**src/rtl/fluxo_dados_genius.sv**
```systemverilog
// fluxo_dados_genius: datapath of the memory-sequence game.
// Executes the controller's zera*/conta*/registra* strobes and returns status flags.
// Optional feature macro: GENIUS_TIMEOUT_EN (inter-play timeout counter; timeout tied 0 when undefined).
module fluxo_dados_genius #(
   parameter int TMR_CYC     = 1000,
   parameter int TIMEOUT_CYC = 5000,
   parameter int N_SEQ       = 16
) (
   input  logic       clock,
   input  logic       reset,
   input  logic [3:0] botoes,
   input  logic       zeraE,
   input  logic       contaE,
   input  logic       zeraS,
   input  logic       contaS,
   input  logic       zeraTMR,
   input  logic       contaTMR,
   input  logic       zeraM,
   input  logic       registraM,
   input  logic       zeraR,
   input  logic       registraR,
   input  logic       zeraL,
   output logic       jogada,
   output logic       igual,
   output logic       enderecoIgualSequencia,
   output logic       fimE,
   output logic       fimS,
   output logic       fimTMR,
   output logic       timeout,
   output logic [3:0] leds,
   output logic [3:0] db_endereco,
   output logic [3:0] db_sequencia,
   output logic [3:0] db_jogada
);

   localparam int              TMR_W    = $clog2(TMR_CYC + 1);
   localparam logic [TMR_W-1:0] TMR_LAST = TMR_W'(TMR_CYC - 1);
   localparam logic [3:0]       SEQ_LAST = 4'(N_SEQ - 1);

   // Reject configurations the 4-bit sequence counter or the counters cannot represent
   if (N_SEQ < 1 || N_SEQ > 16 || TMR_CYC < 1 || TIMEOUT_CYC < 1) begin : g_bad_cfg
      $error("fluxo_dados_genius: invalid parameter set");
   end

   logic [3:0]       endereco;
   logic [3:0]       sequencia;
   logic [TMR_W-1:0] timer;
   logic [3:0]       play;
   logic [3:0]       rom_data;
   logic             prev;

   // Address counter: clear wins, natural 4-bit wrap at 15
   always_ff @(posedge clock) begin
      if (reset || zeraE)
         endereco <= '0;
      else if (contaE)
         endereco <= endereco + 4'd1;
   end

   // Round counter: clear wins, wraps after N_SEQ-1
   always_ff @(posedge clock) begin
      if (reset || zeraS)
         sequencia <= '0;
      else if (contaS)
         sequencia <= (sequencia == SEQ_LAST) ? '0 : sequencia + 4'd1;
   end

   // Display timer: clear wins, wraps after TMR_CYC-1
   always_ff @(posedge clock) begin
      if (reset || zeraTMR)
         timer <= '0;
      else if (contaTMR)
         timer <= (timer == TMR_LAST) ? '0 : timer + 1'b1;
   end

   // Sequence ROM, one-hot LED patterns
   always_comb begin
      rom_data = 4'h1;
      case (endereco)
         4'd0:  rom_data = 4'h1;
         4'd1:  rom_data = 4'h2;
         4'd2:  rom_data = 4'h4;
         4'd3:  rom_data = 4'h8;
         4'd4:  rom_data = 4'h4;
         4'd5:  rom_data = 4'h2;
         4'd6:  rom_data = 4'h1;
         4'd7:  rom_data = 4'h1;
         4'd8:  rom_data = 4'h2;
         4'd9:  rom_data = 4'h2;
         4'd10: rom_data = 4'h4;
         4'd11: rom_data = 4'h4;
         4'd12: rom_data = 4'h8;
         4'd13: rom_data = 4'h8;
         4'd14: rom_data = 4'h1;
         4'd15: rom_data = 4'h4;
         default: rom_data = 4'h1;
      endcase
   end

   // LED register: clear wins over load
   always_ff @(posedge clock) begin
      if (reset || zeraM)
         leds <= '0;
      else if (registraM)
         leds <= rom_data;
   end

   // Play register: clear wins over capture of the buttons
   always_ff @(posedge clock) begin
      if (reset || zeraR)
         play <= '0;
      else if (registraR)
         play <= botoes;
   end

   // Edge detector history; forced high so a button already held gives no pulse
   always_ff @(posedge clock) begin
      if (reset || zeraL)
         prev <= 1'b1;
      else
         prev <= |botoes;
   end

`ifdef GENIUS_TIMEOUT_EN
   localparam int             TO_W    = $clog2(TIMEOUT_CYC + 1);
   localparam logic [TO_W-1:0] TO_LAST = TO_W'(TIMEOUT_CYC - 1);
   logic [TO_W-1:0] to_cnt;

   // Inter-play timeout: any play-related activity restarts it, saturates at the limit
   always_ff @(posedge clock) begin
      if (reset || zeraE || contaE || registraR || zeraL)
         to_cnt <= '0;
      else if (to_cnt != TO_LAST)
         to_cnt <= to_cnt + 1'b1;
   end

   assign timeout = (to_cnt == TO_LAST);
`else
   assign timeout = 1'b0;
`endif

   assign jogada                 = (|botoes) & ~prev;
   assign igual                  = (play == rom_data);
   assign enderecoIgualSequencia = (endereco == sequencia);
   assign fimE                   = (endereco == 4'd15);
   assign fimS                   = (sequencia == SEQ_LAST);
   assign fimTMR                 = (timer == TMR_LAST);
   assign db_endereco            = endereco;
   assign db_sequencia           = sequencia;
   assign db_jogada              = play;

endmodule

```
**config.mk**
```make
export PLATFORM = sky130hd
export DESIGN_NAME = fluxo_dados_genius
export DESIGN_NICKNAME = d
export VERILOG_FILES = /design/src/rtl/fluxo_dados_genius.sv
export SDC_FILE = /design/constraint.sdc
export NUM_CORES = 1
export LEC_CHECK = 0
export ABC_AREA = 1
export ABC_CLOCK_PERIOD_IN_PS = 2400
export CORE_MARGIN = 1
export CORE_UTILIZATION = 25
export CTS_CLUSTER_SIZE = 24
export DETAILED_ROUTE_END_ITERATION = 10
export PLACE_DENSITY = 0.53
export RECOVER_POWER = 100
export SYNTH_ARGS = -nofsm -noshare
export SYNTH_HDL_FRONTEND = slang
export SYNTH_SLANG_ARGS = --single-unit
```
**constraint.sdc**
```tcl
create_clock -name clock -period 2.4 [get_ports clock]
set_clock_uncertainty 0.1 [all_clocks]
set_input_delay 0.72 -clock clock [delete_from_list [all_inputs] [get_ports clock]]
set_output_delay 0.72 -clock clock [all_outputs]
set_load 0.05 [all_outputs]
```
==> reports/metrics.yaml <==
status: "finished clean"
cts.sinks: 31
syn_area_sq_um: 1535
ctsLongestPathBuffers: 2
fp.dieH_microns: 80.37
drt-vias-per-instance: 4.246
yosys-top-cells-area: "dfxtp_1 (40%), nand2_1 (11%), nor2_1 (9.8%)"
wl_met3_microns: 123
max_stage_delay_ps: 310
drive_above_1_share: 0.09886
wl_met1_mm: 1.640
cp-start-kind: "primary input"
post-route-drc-count: 0
antenna_left: 0
dr.pass1.iters: 4
r2r_start: "timer[0]$_SDFFE_PP0P_"
clk_pin_slew_worst_paths_ps: 70
grt_pass1_wl_mm: 5.630
rows: 28
gp_congestion: 0.7227
cp.arrival_ps: 1530
holdBufCountCts: 0
crit_chain: "dlygate4sd2_1, nor4_2, nor2_1, buf_4"
worst_hold_path.num_cells: 2
cts-root-buf: "clkbuf_8"
synth_top_area_cell: "dfxtp_1"
area_growth_pct: 33.33
setup_viol: 0
crit_type: "primary input to primary output"
nFillCells: 651
insertion_delay_ps: 290
ys.flop_type: "dfxtp_1"
p_leak_uw: 0.0008716
core_area_sq_um: 5921
synthesis.yosys.warnings: 0
power.total_uw: 1114
cts_setup_buffers: 0
worst-r2r-cell-count: 8
netlist_instances: 218
max_freq_mhz: 425.3
drt_iter0_markers: 51
grt_pass1_vias: 1265
period_share: 0.9798
grt_max_degree: 12
tightest_slew_ps: 618.8
reg2reg_to: "timer[6]$_SDFFE_PP0P_"
hold_start: "leds[1]$_SDFFE_PP0P_"
p_per_area_nw_per_um2: 544.1
cts_tree: "done"
crit_fanout: 2
routedWlPerCell_microns: 10.29
hpwl_mm: 2.740
maxSlewHeadroom: 0.5892
hold_viol_final: 0
fin_util: 0.3457
crit_slowest_cell: "nor4_2"
regToRegSetupSlack_ps: 820
overflow: 0
io_buffers: 38
htree_num_levels: 2
netlist.area_leader.share: 0.4042
io_pins: 40
antennaDiodeCount: 0
post-route-min-period_ps: 2352
wl_met2_mm: 1.648
antenna_found_initial: 0
synth_edf_count: 0
grt_usage: 0.1140
seq_area_frac_synth: 0.4042
avgSynthCellArea_sq_um: 7.042
cp-end-kind: "primary output"
hp-class: "flip-flop to flip-flop"
worstPathRequired_ps: 1580
ir_worst_vdd_v: 0.0002115
cts_buffers: 5
slew_violations: 0
synthDistinctLibCells: 24
hold_end: "leds[1]$_SDFFE_PP0P_"
dp_worst_setup_slack_ps: -207.6
die_area_sq_um: 6459
rsz0062_at_grt: "no"
ys_ff_latch: 31
fin_setup_tns_ps: 0
drt_wl_total_mm: 3.478
synth_nets: 238
async_flop_share: 0
maxUsedRoutingLayer: "met4"
fin_ws_ps: 48.47
multiInputGateArea_sq_um: 788.3
die_w_microns: 80.37
drv_cap: 0
vias: 1435
ff_latch_area_sq_um: 620.6
start_util: 0.2593
fin_nets: 282
[worst max-delay path: cells and delay by family]
| family | cells | cell delay (ps) |
|---|---|---|
| buffers and inverters | 2 | 440 |
| and+or+nand+nor | 2 | 370 |
[placed cells by master, fill, tap and decap left out]
cell type,count
nand2_1,50
nor2_1,40
dfxtp_1,31
inv_1,26
clkdlybuf4s50_1,16
nand3_1,15
a21oi_1,11
xor2_1,9
o21ai_0,7
clkbuf_1,7
dlygate4sd3_1,6
clkbuf_8,5
nand4_1,4
nor3_1,4
dlygate4sd2_1,4
clkinv_2,3
ha_1,3
clkbuf_2,3
nand3_4,2
nand2_2,2
or2_2,2
nor3_2,2
clkinvlp_4,2
buf_12,2
nor2_4,1
clkinv_1,1
nor4_2,1
xnor2_1,1
nor3b_1,1
conb_1,1
buf_4,1
[layer usage]
metal	track usage	vias up
met5	0	-
met4	0.05893	0
met3	0.03182	8
met2	0.1941	16
met1	0.1284	642
li1	-	769
[report_power, final]
part	switching, uW	internal [uW]
sequential	12.1	527
combinational	100	59.3
clock	214	202
[flip-flops by register name (all words and copies together), names as in the netlist]
| name | cells |
|---|---|
| timer | 10 |
| db_endereco | 4 |
| db_jogada | 4 |
| db_sequencia | 4 |
| leds | 4 |
| rom_data | 4 |
| prev | 1 |
[how the worst max path moves through the flow]
stage               slack, ps                    startpoint  depth (start not counted)                     end
floorplan                 -40   db_endereco[3]$_SDFFE_PP0P_                          4  enderecoIgualSequencia
global placement         -200                     botoes[3]                          4                  jogada
detailed placement       -210                     botoes[3]                          4                  jogada
CTS                        30  db_sequencia[1]$_SDFFE_PP0P_                          1         db_sequencia[1]
global route               10                     botoes[3]                          4                  jogada
finish                     50                     botoes[3]                          4                  jogada
[Yosys cell counts (all sizes together) (2+ instances only)]
master / number
a21oi: 11
buf: 2
clkinv: 2
dfxtp: 31
ha: 3
inv: 27
nand2: 52
nand3: 17
nand4: 4
nor2: 41
nor3: 6
o21ai: 7
or2: 2
xor2: 9
[cell type report]
| type | instances | area share |
|---|---|---|
| multi-input cells | 156 | 0.3851 |
| flip-flops and latches | 31 | 0.3032 |
| repair buffers | 39 | 0.1681 |
| inverters | 29 | 0.05440 |
| well taps | 75 | 0.04584 |
| clock buffers | 5 | 0.03362 |
| clock inverters | 3 | 0.009780 |
[cell families after synthesis]
group,synth area share
simple gates,0.3684
buf+inv,0.08231
flops,0.4042
compound gates,0.06112
xor+xnor,0.05705
fa+ha+maj,0.02445
other cells,0.002443
[per-stage QoR]
stage          area [sq um]  hold WS [ps]  cells
6_report               2047         379.1    338
5_1_grt                2047         401.5    338
4_1_cts                2131         384.8    338
3_5_place_dp           2037         374.5    330
3_3_place_gp           2037         373.9    330
2_1_floorplan          1548         343.1    218
[timing repair]
action                     CTS  global route
setup endpoints to repair    1             2
pin swaps                    2             2
gates resized for setup      6             1
No activity file was read; power rests on OpenSTA's default activity.
